### config.mk
export PLATFORM = sky130hd
export DESIGN_NAME = terminal_writer_flat
export DESIGN_NICKNAME = d
export VERILOG_FILES = /design/src/rtl/terminal_writer_if.sv /design/src/rtl/terminal_writer.sv /design/src/flat_wrapper.sv
export SDC_FILE = /design/constraint.sdc
export NUM_CORES = 1
export LEC_CHECK = 0
export BUFFER_PORTS_ARGS = -buffer_cell sky130_fd_sc_hd__buf_4
export CAP_MARGIN = 20
export CELL_PAD_IN_SITES_DETAIL_PLACEMENT = 0
export CELL_PAD_IN_SITES_GLOBAL_PLACEMENT = 2
export CORE_ASPECT_RATIO = 0.7
export CORE_MARGIN = 2
export CORE_UTILIZATION = 36
export CTS_CLUSTER_DIAMETER = 80
export DETAILED_ROUTE_END_ITERATION = 10
export GPL_TIMING_DRIVEN = 0
export PLACE_DENSITY_LB_ADDON = 0.1
export SLEW_MARGIN = 20
export SYNTH_ARGS = -nofsm -noshare
export SYNTH_HDL_FRONTEND = slang
export SYNTH_SLANG_ARGS = --single-unit
### constraint.sdc
create_clock -name clock -period 3.56 [get_ports clock]
set_input_delay 0.178 -clock clock [delete_from_list [all_inputs] [get_ports clock]]
set_output_delay 0.178 -clock clock [all_outputs]
set_load 0.1 [all_outputs]
### src/rtl/terminal_writer_if.sv
// terminal_writer_if: byte-stream handshake and character-plane write bus
// between a byte source and terminal_writer.
interface terminal_writer_if;
   logic [7:0] char_in;
   logic       char_valid;
   logic       char_ready;
   logic [7:0] wr_character_id;
   logic [3:0] wr_row;
   logic [5:0] wr_column;
   logic       we;
   logic       push_up;
   logic [3:0] cursor_row;
   logic [5:0] cursor_column;

   modport master (
      output char_in, char_valid,
      input  char_ready, wr_character_id, wr_row, wr_column, we, push_up,
             cursor_row, cursor_column
   );

   modport slave (
      input  char_in, char_valid,
      output char_ready, wr_character_id, wr_row, wr_column, we, push_up,
             cursor_row, cursor_column
   );
endinterface

### src/rtl/terminal_writer.sv
// terminal_writer: turns a byte stream into character-plane write strobes,
// tracks the text cursor, scrolls the plane with push_up past the bottom row
// and handles LF / CR / FF (clear screen) control codes.
// Optional feature macro: TERMINAL_BACKSPACE_EN -- when defined, 0x08 erases
// the cell left of the cursor; when undefined, 0x08 is an ordinary printable.
module terminal_writer #(
   parameter int         ROWS     = 16,
   parameter int         COLUMNS  = 40,
   parameter logic [7:0] BLANK_ID = 8'h00
) (
   input logic              clock,
   input logic              reset,
   terminal_writer_if.slave bus
);

   localparam logic [3:0] ROW_LAST = 4'(ROWS - 1);
   localparam logic [5:0] COL_LAST = 6'(COLUMNS - 1);

   localparam logic [7:0] CODE_BS = 8'h08;
   localparam logic [7:0] CODE_LF = 8'h0A;
   localparam logic [7:0] CODE_FF = 8'h0C;
   localparam logic [7:0] CODE_CR = 8'h0D;

   typedef enum logic [2:0] {
      S_IDLE   = 3'd0,
      S_EXEC   = 3'd1,
      S_WRITE  = 3'd2,
      S_SCROLL = 3'd3,
      S_CLEAR  = 3'd4
   } state_t;

   state_t     r_state;
   state_t     w_next_state;

   logic [3:0] r_row,    w_row_nxt;
   logic [5:0] r_col,    w_col_nxt;
   logic       r_we,     w_we_nxt;
   logic       r_push,   w_push_nxt;
   logic [7:0] r_wr_id,  w_wr_id_nxt;
   logic [3:0] r_wr_row, w_wr_row_nxt;
   logic [5:0] r_wr_col, w_wr_col_nxt;
   logic [7:0] r_cmd,    w_cmd_nxt;
   logic       r_pend,   w_pend_nxt;   // a scroll must follow the current write

   logic       w_ready;
   logic       w_accept;
   logic       w_is_bs;

   assign w_ready  = (r_state == S_IDLE) && !reset;
   assign w_accept = w_ready && bus.char_valid;

`ifdef TERMINAL_BACKSPACE_EN
   assign w_is_bs = (bus.char_in == CODE_BS);
`else
   assign w_is_bs = 1'b0;
`endif

   // State register: async reset returns the FSM to IDLE.
   always_ff @(posedge clock or posedge reset) begin
      if (reset) begin
         r_state <= S_IDLE;
      end else begin
         r_state <= w_next_state;
      end
   end

   // Next-state and next-value logic for cursor, write strobe and scroll strobe.
   always_comb begin
      w_next_state = r_state;
      w_row_nxt    = r_row;
      w_col_nxt    = r_col;
      w_we_nxt     = 1'b0;
      w_wr_id_nxt  = r_wr_id;
      w_wr_row_nxt = r_wr_row;
      w_wr_col_nxt = r_wr_col;
      w_cmd_nxt    = r_cmd;
      w_pend_nxt   = r_pend;

      case (r_state)
         S_IDLE: begin
            if (w_accept) begin
               w_cmd_nxt = bus.char_in;
               if ((bus.char_in == CODE_LF) || (bus.char_in == CODE_CR) || w_is_bs) begin
                  w_next_state = S_EXEC;
               end else if (bus.char_in == CODE_FF) begin
                  // Clear walks the write address through every cell in raster order.
                  w_next_state = S_CLEAR;
                  w_we_nxt     = 1'b1;
                  w_wr_id_nxt  = BLANK_ID;
                  w_wr_row_nxt = 4'd0;
                  w_wr_col_nxt = 6'd0;
               end else begin
                  w_next_state = S_WRITE;
                  w_we_nxt     = 1'b1;
                  w_wr_id_nxt  = bus.char_in;
                  w_wr_row_nxt = r_row;
                  w_wr_col_nxt = r_col;
                  if (r_col == COL_LAST) begin
                     w_col_nxt = 6'd0;
                     if (r_row == ROW_LAST) begin
                        w_pend_nxt = 1'b1;
                     end else begin
                        w_row_nxt  = r_row + 4'd1;
                        w_pend_nxt = 1'b0;
                     end
                  end else begin
                     w_col_nxt  = r_col + 6'd1;
                     w_pend_nxt = 1'b0;
                  end
               end
            end else begin
               w_next_state = S_IDLE;
            end
         end

         S_EXEC: begin
            case (r_cmd)
               CODE_LF: begin
                  w_col_nxt = 6'd0;
                  if (r_row == ROW_LAST) begin
                     w_next_state = S_SCROLL;
                  end else begin
                     w_row_nxt    = r_row + 4'd1;
                     w_next_state = S_IDLE;
                  end
               end
               CODE_CR: begin
                  w_col_nxt    = 6'd0;
                  w_next_state = S_IDLE;
               end
               CODE_BS: begin
                  // Only reachable when backspace is enabled; column 0 is a no-op.
                  if (r_col != 6'd0) begin
                     w_col_nxt    = r_col - 6'd1;
                     w_next_state = S_WRITE;
                     w_we_nxt     = 1'b1;
                     w_wr_id_nxt  = BLANK_ID;
                     w_wr_row_nxt = r_row;
                     w_wr_col_nxt = r_col - 6'd1;
                     w_pend_nxt   = 1'b0;
                  end else begin
                     w_next_state = S_IDLE;
                  end
               end
               default: begin
                  w_next_state = S_IDLE;
               end
            endcase
         end

         S_WRITE: begin
            w_pend_nxt = 1'b0;
            if (r_pend) begin
               w_next_state = S_SCROLL;
            end else begin
               w_next_state = S_IDLE;
            end
         end

         S_SCROLL: begin
            w_next_state = S_IDLE;
         end

         S_CLEAR: begin
            if ((r_wr_row == ROW_LAST) && (r_wr_col == COL_LAST)) begin
               w_next_state = S_IDLE;
               w_row_nxt    = 4'd0;
               w_col_nxt    = 6'd0;
            end else begin
               w_we_nxt    = 1'b1;
               w_wr_id_nxt = BLANK_ID;
               if (r_wr_col == COL_LAST) begin
                  w_wr_col_nxt = 6'd0;
                  w_wr_row_nxt = r_wr_row + 4'd1;
               end else begin
                  w_wr_col_nxt = r_wr_col + 6'd1;
               end
            end
         end

         default: begin
            w_next_state = S_IDLE;
         end
      endcase

      // push_up is high exactly while the FSM sits in SCROLL.
      w_push_nxt = (w_next_state == S_SCROLL);
   end

   // Datapath registers: cursor, latched command and registered plane outputs.
   always_ff @(posedge clock or posedge reset) begin
      if (reset) begin
         r_row    <= 4'd0;
         r_col    <= 6'd0;
         r_we     <= 1'b0;
         r_push   <= 1'b0;
         r_wr_id  <= 8'h00;
         r_wr_row <= 4'd0;
         r_wr_col <= 6'd0;
         r_cmd    <= 8'h00;
         r_pend   <= 1'b0;
      end else begin
         r_row    <= w_row_nxt;
         r_col    <= w_col_nxt;
         r_we     <= w_we_nxt;
         r_push   <= w_push_nxt;
         r_wr_id  <= w_wr_id_nxt;
         r_wr_row <= w_wr_row_nxt;
         r_wr_col <= w_wr_col_nxt;
         r_cmd    <= w_cmd_nxt;
         r_pend   <= w_pend_nxt;
      end
   end

   assign bus.char_ready      = w_ready;
   assign bus.we              = r_we;
   assign bus.push_up         = r_push;
   assign bus.wr_character_id = r_wr_id;
   assign bus.wr_row          = r_wr_row;
   assign bus.wr_column       = r_wr_col;
   assign bus.cursor_row      = r_row;
   assign bus.cursor_column   = r_col;

endmodule
### src/flat_wrapper.sv
// flat-port wrapper written by rule: the top's interface ports become plain ports
module terminal_writer_flat 
#(
   parameter int         ROWS     = 16,
   parameter int         COLUMNS  = 40,
   parameter logic [7:0] BLANK_ID = 8'h00
)
  (clock, reset, bus_char_in, bus_char_valid, bus_char_ready, bus_wr_character_id, bus_wr_row, bus_wr_column, bus_we, bus_push_up, bus_cursor_row, bus_cursor_column);
  terminal_writer_if bus_i ();
  input logic clock;
  input logic reset;
  input wire logic [$bits(bus_i.char_in)-1:0] bus_char_in;
  input wire logic [$bits(bus_i.char_valid)-1:0] bus_char_valid;
  output wire logic [$bits(bus_i.char_ready)-1:0] bus_char_ready;
  output wire logic [$bits(bus_i.wr_character_id)-1:0] bus_wr_character_id;
  output wire logic [$bits(bus_i.wr_row)-1:0] bus_wr_row;
  output wire logic [$bits(bus_i.wr_column)-1:0] bus_wr_column;
  output wire logic [$bits(bus_i.we)-1:0] bus_we;
  output wire logic [$bits(bus_i.push_up)-1:0] bus_push_up;
  output wire logic [$bits(bus_i.cursor_row)-1:0] bus_cursor_row;
  output wire logic [$bits(bus_i.cursor_column)-1:0] bus_cursor_column;
  assign bus_i.char_in = bus_char_in;
  assign bus_i.char_valid = bus_char_valid;
  assign bus_char_ready = bus_i.char_ready;
  assign bus_wr_character_id = bus_i.wr_character_id;
  assign bus_wr_row = bus_i.wr_row;
  assign bus_wr_column = bus_i.wr_column;
  assign bus_we = bus_i.we;
  assign bus_push_up = bus_i.push_up;
  assign bus_cursor_row = bus_i.cursor_row;
  assign bus_cursor_column = bus_i.cursor_column;
  terminal_writer #(.ROWS(ROWS), .COLUMNS(COLUMNS), .BLANK_ID(BLANK_ID)) u_core (.clock(clock), .reset(reset), .bus(bus_i));
endmodule
# --- Word level (Yosys, flattened, before mapping) ---
# Index checks and enable logic that the tools add are counted.
classes:
  n_reduce_logical: 16
  add_sub_neg: 5
  mux: 61
  n_eq_ne: 26
ops:
  columns: ["cell", "count"]
  rows:
  - ["two-way mux 6 bit", 12]
  - ["two-way mux 4 bit", 14]
  - ["== test 8 x 4 -> 1 bit (second input constant)", 6]
  - ["two-way mux 8 bit", 6]
  - ["one-hot mux 6 bit (3 select lines)", 2]
  - ["one-hot mux 4 bit (3 select lines)", 2]
  - ["one-hot mux 8 bit (3 select lines)", 1]
  - ["AND reduction 7 bit", 3]
  - ["adder 6 x 1 -> 6 bit (second input constant)", 2]
  - ["== test 6 bit (second input constant)", 2]
  - ["two-way mux 1 bit", 12]
  - ["two-way mux 3 bit", 4]
  - ["one-hot mux 3 bit (4 select lines)", 1]
  - ["one-hot mux 6 bit (2 select lines)", 1]
  - ["AND reduction 6 bit", 2]
  - ["!= test 2 x 1 -> 1 bit (second input constant)", 5]
  - ["!= test 2 bit (second input constant)", 5]
  - ["adder 4 x 1 -> 4 bit (second input constant)", 2]
  - ["== test 4 bit (second input constant)", 2]
  - ["== test 3 x 2 -> 1 bit (second input constant)", 2]
  - ["two-way mux 2 bit", 3]
  - ["!= test 3 x 2 -> 1 bit (second input constant)", 2]
  - ["one-hot mux 1 bit (3 select lines)", 2]
  - ["one-hot mux 3 bit (2 select lines)", 1]
  - ["11 further kinds", 14]
totals:
  regBits: 42
  elab_cells: 118
  output_inout_bits: 31

# --- Logic depth before layout (Yosys ltp) ---
# Gate-level depths: netlist (run 1).
depth:
  depth_word: 7
  mapped_depth: 9
  depth_no_buf: 9

# --- Worst setup path after synthesis (run 1) ---
# Ideal clock, no wire load.
synth_timing:
  path_kind: "reg-to-reg"
  startpoint: "register u_core.r_wr_row[0], in the netlist u_core.bus.wr_row[0]"
  endpoint: "register u_core.r_row[2], in the netlist u_core.bus.cursor_row[2]"
  slack_ps: 835
  arrival_ps: 2596
  stages_incl_launch_ff: 9
  setup_ps: 129
  path_cell_list: "dfrtp_1 ha_1 and3_1 and4_1 o21ai_1 or4_4 buf_6 o21ai_1 o21ai_1"
synth_between:
  elab_chain_cells: 4
synth_lines:
  columns: ["element", "line_no", "text"]
  rows:
  - ["start, declared", "terminal_writer.sv:40", "logic [3:0] r_wr_row, w_wr_row_nxt;"]
  - ["start signal, assigned", "terminal_writer.sv:208", "r_wr_row <= w_wr_row_nxt;"]
  - ["== test 4 bit", "terminal_writer.sv:165", "if ((r_wr_row == ROW_LAST) && (r_wr_col == COL_LAST)) begin"]
  - ["logical AND 1 bit", "terminal_writer.sv:165", null]
  - ["!= test 2 x 1 -> 1 bit (no line)", null, null]
  - ["AND reduction 7 bit (no line)", null, null]
  - ["end signal, assigned", "terminal_writer.sv:203", "r_row <= w_row_nxt;"]
  - ["end, declared", "terminal_writer.sv:35", "logic [3:0] r_row, w_row_nxt;"]
# Every way passes these cells.
# A chain may end at the register's enable or synchronous reset.

# --- Worst setup path after layout (run 1) ---
layout_timing:
  startpoint: "register u_core.r_col[0], in the netlist u_core.bus.cursor_column[0]"
  endpoint: "register u_core.r_state[1]"
layout_between:
  elab_chain_cells: 4
layout_lines:
  columns: ["element", "line_no", "text"]
  rows:
  - ["start, declared", "terminal_writer.sv:36", "logic [5:0] r_col, w_col_nxt;"]
  - ["start signal, assigned", "terminal_writer.sv:204", "r_col <= w_col_nxt;"]
  - ["nonzero test 6 bit", "terminal_writer.sv:133", "if (r_col != 6'd0) begin"]
  - ["two-way mux 2 bit", "terminal_writer.sv:133", null]
  - ["one-hot mux 3 bit (2 select lines)", "terminal_writer.sv:117", "case (r_cmd)"]
  - ["one-hot mux 3 bit (4 select lines)", "terminal_writer.sv:79", "case (r_state)"]
  - ["named net u_core.w_next_state[1]", "terminal_writer.sv:33", "state_t w_next_state;"]
  - ["end signal, assigned", "terminal_writer.sv:63", "r_state <= w_next_state;"]
  - ["end, declared", "terminal_writer.sv:32", "state_t r_state;"]
# The timed path passes the listed nets, and every way through them passes these cells.

==> flow_metrics.env, run 1 <==
export IMPL_fp_row_count=25
export IMPL_num_vias=2342
export IMPL_synth_avg_cell_area_um2=8.82
export IMPL_dieArea_um2=7700
export IMPL_start_util_pct=37.3
export IMPL_start_kind="flop"
export IMPL_async_reset_ff_share_pct=100
export IMPL_wl_per_cell_um=16.6
export IMPL_final_seq_area_um2=1050
export IMPL_cts_buffer_depth=2
export IMPL_whs_ns=0.100
export IMPL_r2r_end="u_core.r_state[1]$_DFF_PP0_"
export IMPL_leakagePower_uw=0.00141
export IMPL_die_h_um=74.0
export IMPL_htreeDepth=2
export IMPL_max_stage_delay_ns=0.46
export IMPL_post_drt_via_cell_ratio=5.43
export IMPL_crit_required_ns=3.74
export IMPL_clk_pin_slew_ns=0.09
export IMPL_grt_overflow=0
export IMPL_drt_iter0_markers=109
export IMPL_numPortBuffers=41
export IMPL_worstSetupEndpointType="flop"
export IMPL_path_max_fanout=9
export IMPL_max_freq_mhz=407
export IMPL_synth_fp_nets=302
export IMPL_grt_max_degree=23
export IMPL_path_buf_inv=2
export IMPL_syn_area_um2=2520
export IMPL_grt_pass1_vias=2156
export IMPL_slew_headroom_pct=46.8
export IMPL_r2r_cells=8
export IMPL_post_route_period_util_pct=69.1
export IMPL_maxCapViolations=0
export IMPL_ys_flop_type="dfrtp_1"
export IMPL_routed_wirelength_um=7160
export IMPL_drive_above_1_share_pct=21.1
export IMPL_critical_path_top_delay_family="simple AND/OR/NAND/NOR gates"
export IMPL_diodes=0
export IMPL_vdd_drop_max_mv=0.531
export IMPL_p_per_area_nw_per_um2=777
export IMPL_worstHoldPathCells=3
export IMPL_cp_startpoint="u_core.bus.cursor_column[0]$_DFFE_PP0P_"
export IMPL_layout_common_cells="nand2_1, dfrtp_1, buf_4"
export IMPL_setup_tns_ns=0
export IMPL_die_x_um=104
export IMPL_nets=352
export IMPL_cts_buffers=5
export IMPL_cp_cell_sequence="inv_1, ha_1, nor3b_2, nand2_1, nand3b_1, a221o_2, clkinv_2, a221o_1"
export IMPL_worstHoldStart="bus_char_in[7]"
export IMPL_worstSkewPairLatency_ns=0.29
export IMPL_dp_hpwl_um=5410
export IMPL_fillers=700
export IMPL_cts_sinks=42
export IMPL_finalSetupViolCount=0
export IMPL_finalCriticalPeriod_ns=2.46
export IMPL_syn_to_final_growth_pct=22.7
export IMPL_critPathKind="flop to flop"
export IMPL_utilization_pct=45.8
export IMPL_skew_ns=0.00692
export IMPL_status="complete, no violations"
export IMPL_ant_nets=0
export IMPL_gp_congestion=0.832
export IMPL_drv_slew=0
export IMPL_boundaryPins=42
export IMPL_cts_tree="built"
export IMPL_worst_pin_slew_ns=0.797
export IMPL_rsz0062_at_grt="no"
export IMPL_syn_inst=286
export IMPL_worst_hold_path_type="input pin to flop"
export IMPL_crit_path_top_delay_cell="dfrtp_1"
export IMPL_antenna_found_initial=0
export IMPL_worstPathArrival_ns=2.64
export IMPL_multi_input_area_um2=1370
export IMPL_dr_pass1_iters=4
export IMPL_core_um2=6760
export IMPL_route_detailed_drc=0
export IMPL_ys_warn_count=0
export IMPL_p_total_uw=2410
export IMPL_ys_seq_area_share_pct=41.7
export IMPL_hold_path_endpoint="u_core.r_cmd[7]$_DFFE_PP0P_"
export IMPL_grt_usage_pct=19.1
export IMPL_finalHoldViolations=0
export IMPL_synth_edf_count=0
export IMPL_final_common_cell="nand2_1"
export IMPL_synth_seq_cells=42
export IMPL_clock_root_buffer="clkbuf_8"
export IMPL_synth_cell_type_count=60
export IMPL_grt_pass1_wl_um=11600
export IMPL_r2r_start="u_core.bus.cursor_column[0]$_DFFE_PP0P_"
export IMPL_rrSetupSlack_ns=1.10
==> cell type report <==
class	count	area share [%]
repair buffers	43	11.2
plain buffers	13	2.38
well taps	94	3.80
flip-flops and latches	42	34.0
multi-input cells	224	44.3
inverters	7	0.889
clock buffers	8	3.56
==> report_power, final <==
part           internal, µW  total (µW)  leakage (µW)  switching (µW)
Combinational           327        1310      0.000832             981
Clock                   196         371     0.0000575             175
Sequential              584         727      0.000517             143
Total                  1110        2410       0.00141            1300
==> cell usage after synthesis (6+ instances only) <==
cell type | count | share of area [%]
nor3_1 | 7 | 1.4
nand2_1 | 46 | 6.8
dfrtp_1 | 42 | 42
nand3_1 | 9 | 1.8
o21ai_1 | 15 | 3.0
o21ai_0 | 12 | 2.4
a21oi_1 | 15 | 3.0
buf_2 | 8 | 1.6
a22o_1 | 8 | 2.8
inv_1 | 6 | 0.89
and3_1 | 7 | 1.7
nor2_1 | 21 | 3.1
==> worst reg2reg max path: stages (launching register included) <==
cell,delay (ns)
dfrtp_1,0.46
inv_1,0.12
ha_1,0.19
nor3b_2,0.43
nand2_1,0.23
nand3b_1,0.15
a221o_2,0.24
clkinv_2,0.18
a221o_1,0.34
==> timing repair <==
action                                  in CTS  in global routing
hold buffers                                 1                  0
setup buffers                                0                  0
endpoints found under the setup margin       0                  0
resized for setup                            0                  0
endpoints found under the hold margin       21                  0
==> sequential cells by signal, indices dropped and copies added (netlist names) <==
register,cells
u_core.bus.wr_column,6
u_core.bus.push_up,1
u_core.bus.cursor_column,6
u_core.r_pend,1
u_core.bus.wr_character_id,8
u_core.r_state,3
u_core.bus.wr_row,4
u_core.bus.we,1
u_core.r_cmd,8
u_core.bus.cursor_row,4
==> worst max-delay path by stage <==
stage               slack [ns]                                   end  cells past startpoint
floorplan                 0.84  u_core.bus.cursor_row[2]$_DFFE_PP0P_                      8
global placement          0.75           u_core.r_cmd[6]$_DFFE_PP0P_                      4
detailed placement        1.18           u_core.r_state[1]$_DFF_PP0_                      8
CTS                       1.17           u_core.r_state[1]$_DFF_PP0_                      8
global route              0.95           u_core.r_state[1]$_DFF_PP0_                      8
finish                    1.10           u_core.r_state[1]$_DFF_PP0_                      8
==> cells by family (layout without fill, tap and decap cells) <==
kind of cell,count (synthesis),count (layout),share of synthesized area [%]
flip-flops,42,42,41.7
adder cells (fa/ha/maj),5,5,2.48
AND/OR/NAND/NOR,130,130,27.5
multiplexers,3,3,1.29
buffers and inverters,20,71,4.02
XOR/XNOR,6,6,2.08
AO/OA/AOI/OAI,80,80,20.9
==> stage by stage <==
stage	cell area (µm²)	std cells	worst slack, ns
after floorplan	2520	286	0.835
after global placement	2950	421	0.753
after detailed placement	2980	422	1.18
after CTS	3100	431	1.17
after global routing	3100	431	0.952
final	3100	431	1.10
==> layer usage <==
metal / track usage (%) / vias up / part of all wire [%]
met5: 0 / - / 0
met4: 3.15 / 0 / 0.52
met3: 3.07 / 4 / 5.4
met2: 27.9 / 57 / 41
met1: 30.1 / 1135 / 53
li1: - / 1146 / -
No activity file was read; power rests on OpenSTA's default activity.
==> inputs of run 2 (changes only) <==
Settings changed: ABC_AREA set to 1, CORE_UTILIZATION 36 to 28.
Clock period 3.56 ns to 2.1 ns, I/O delays scaled along.
==> flow_metrics.env, run 2 <==
export IMPL_dr_pass1_iters=4
export IMPL_worst_hold_path_type="input pin to flop"
export IMPL_htreeDepth=2
export IMPL_worstSetupEndpointType="flop"
export IMPL_r2r_start="u_core.bus.cursor_column[0]$_DFFE_PP0P_"
export IMPL_cts_sinks=42
export IMPL_route_detailed_drc=0
export IMPL_finalSetupViolCount=0
export IMPL_synth_most_common_cell="nand2_1"
export IMPL_antenna_found_initial=0
export IMPL_core_um2=9110
export IMPL_die_h_um=85.2
export IMPL_worst_pin_slew_ns=0.401
export IMPL_layout_common_cells="nand2_1, nor2_1, buf_4"
export IMPL_gp_congestion=0.767
export IMPL_hold_path_endpoint="u_core.r_cmd[4]$_DFFE_PP0P_"
export IMPL_dieArea_um2=10200
export IMPL_critical_path_top_delay_family="simple AND/OR/NAND/NOR gates"
export IMPL_numPortBuffers=41
export IMPL_yosys_area_top_type="dfrtp_1"
export IMPL_synth_cell_type_count=30
export IMPL_routed_wirelength_um=8060
export IMPL_crit_path_top_delay_cell="dfrtp_2"
export IMPL_start_kind="flop"
export IMPL_synth_avg_cell_area_um2=6.89
export IMPL_final_common_cell="nand2_1"
export IMPL_synthTopCellsByArea="dfrtp_1, nand2_1, nor2_1"
export IMPL_grt_pass1_vias=2398
export IMPL_post_drt_via_cell_ratio=4.47
export IMPL_synthTopCellsByCount="nand2_1, nor2_1, inv_1"
export IMPL_grt_usage_pct=16.6
export IMPL_r2r_end="u_core.bus.wr_character_id[0]$_DFFE_PP0P_"
export IMPL_path_max_fanout=10
export IMPL_grt_max_degree=29
export IMPL_post_route_period_util_pct=92.8
export IMPL_cts_buffers=5
export IMPL_critPathKind="flop to flop"
export IMPL_ant_nets=0
export IMPL_finalCriticalPeriod_ns=1.95
export IMPL_multi_input_area_um2=1380
export IMPL_syn_inst=383
export IMPL_nets=454
export IMPL_start_util_pct=29.0
export IMPL_vdd_drop_max_mv=0.676
export IMPL_leakagePower_uw=0.00176
export IMPL_slew_headroom_pct=73.3
export IMPL_diodes=0
export IMPL_num_vias=2518
export IMPL_dp_hpwl_um=6230
export IMPL_async_reset_ff_share_pct=100
export IMPL_fp_row_count=29
export IMPL_die_x_um=120
export IMPL_crit_required_ns=2.29
export IMPL_worstHoldStart="bus_char_in[4]"
export IMPL_skew_ns=0.00924
export IMPL_cts_tree="built"
export IMPL_ys_flop_type="dfrtp_1"
export IMPL_worstPathArrival_ns=2.14
export IMPL_syn_to_final_growth_pct=26.5
export IMPL_drv_slew=0
export IMPL_utilization_pct=36.6
export IMPL_worstHoldPathCells=3
export IMPL_p_per_area_nw_per_um2=1280
export IMPL_path_buf_inv=3
export IMPL_grt_pass1_wl_um=13000
export IMPL_finalHoldViolations=0
export IMPL_maxCapViolations=0
export IMPL_r2r_cells=10
export IMPL_synth_edf_count=0
export IMPL_ys_warn_count=0
export IMPL_final_seq_area_um2=1060
export IMPL_status="complete, no violations"
export IMPL_clk_pin_slew_ns=0.07
export IMPL_netlist_area_leader_share_pct=39.8
export IMPL_synth_fp_nets=399
export IMPL_p_total_uw=4260
export IMPL_cp_cell_sequence="inv_2, ha_1, nand3_1, nor2_2, inv_1, nand2_4, nand3_4, buf_6, nor2_1, a21oi_2"
export IMPL_ys_seq_area_share_pct=39.8
export IMPL_cts_buffer_depth=2
export IMPL_synth_seq_cells=42
export IMPL_cp_startpoint="u_core.bus.cursor_column[0]$_DFFE_PP0P_"
export IMPL_rrSetupSlack_ns=0.15
export IMPL_clock_root_buffer="clkbuf_16"
export IMPL_drive_above_1_share_pct=20.0
export IMPL_boundaryPins=42
export IMPL_drt_iter0_markers=137
export IMPL_max_freq_mhz=513
export IMPL_wl_per_cell_um=14.3
export IMPL_rsz0062_at_grt="no"
export IMPL_fillers=999
export IMPL_max_stage_delay_ns=0.47
export IMPL_syn_area_um2=2640
export IMPL_worstSkewPairLatency_ns=0.30
export IMPL_grt_overflow=0
==> run 2: changes by cell type in the layout (fill, tap and decap cells not counted), sizes merged, moves of 6 or more <==
| cell | delta |
|---|---|
| nand3 | +27 |
| nor3b | -6 |
| nor2 | +35 |
| nand2 | +80 |
| and3 | -7 |
| inv | +44 |
| a22o | -8 |
==> run 2: area by class of cell <==
type,count,area share (%)
Clock inverter,3,0.750
Inverter,49,5.51
Clock buffer,5,3.75
Buffer,4,0.937
Timing Repair Buffer,48,11.2
Tap cell,124,4.65
Multi-Input combinational cell,288,41.4
Sequential cell,42,31.8
==> run 2: report_power, final <==
group          total, µW  internal [µW]  switching, µW
Sequential          1240            991            252
Combinational       2210            528           1680
Clock                809            448            362
==> run 2: through the flow <==
stage / hold slack, ns / TNS [ns] / cells / cell area, µm² / setup WS (ns)
3_3_place_gp: 0.372 / -0.118 / 548 / 3110 / -0.0331
4_1_cts: 0.0591 / 0 / 558 / 3290 / 0.0407
3_5_place_dp: 0.140 / -0.00219 / 549 / 3130 / -0.00219
5_1_grt: 0.0769 / 0 / 563 / 3340 / 0.0107
6_report: 0.0583 / 0 / 563 / 3340 / 0.152
2_1_floorplan: 0.226 / 0 / 383 / 2650 / 0.000287
==> run 2: worst register-to-register path, stage by stage, from the launching register on <==
cell and delay (ns):
dfrtp_2 0.47, inv_2 0.14, ha_1 0.20, nand3_1 0.14
nor2_2 0.18, inv_1 0.11, nand2_4 0.12, nand3_4 0.15
buf_6 0.19, nor2_1 0.12, a21oi_2 0.04
==> run 2: worst max-delay path by stage <==
| stage | to | cells after the start |
|---|---|---|
| 5_1_grt | u_core.bus.wr_row[0]$_DFFE_PP0P_ | 10 |
| 3_5_place_dp | u_core.bus.wr_character_id[0]$_DFFE_PP0P_ | 10 |
| 6_report | u_core.bus.wr_character_id[0]$_DFFE_PP0P_ | 10 |
| 4_1_cts | u_core.bus.wr_character_id[0]$_DFFE_PP0P_ | 10 |
| 2_1_floorplan | u_core.bus.cursor_row[0]$_DFFE_PP0P_ | 9 |
| 3_3_place_gp | u_core.bus.wr_character_id[0]$_DFFE_PP0P_ | 10 |
==> run 2: metal layers <==
metal  GRT usage, %  vias to the layer above  routed length, µm
met5              0                        -                  0
met1           26.8                     1132               4640
met2           21.7                       50               2960
met3           3.70                        5                391
li1               -                     1331                  -
met4           4.49                        0                 72
==> run 2: timing repair <==
action                                  CTS  global route
cloned                                    0             0
resized for setup                         1             3
hold buffers                              1             0
endpoints found under the setup margin    2            18
pin swaps                                 0             2
hold endpoints to repair                 14             0
buffers inserted                          0             5
==> run 2: logic make-up after synthesis <==
family                     count (synthesis)  synth area share (%)
AOI/OAI and AO/OA                         46                  9.87
adders and majority gates                  5                  2.37
and+or+nand+nor                          231                  37.8
DFF                                       42                  39.8
buffers and inverters                     53                  8.16
xor gates and xnor gates                   6                  1.99
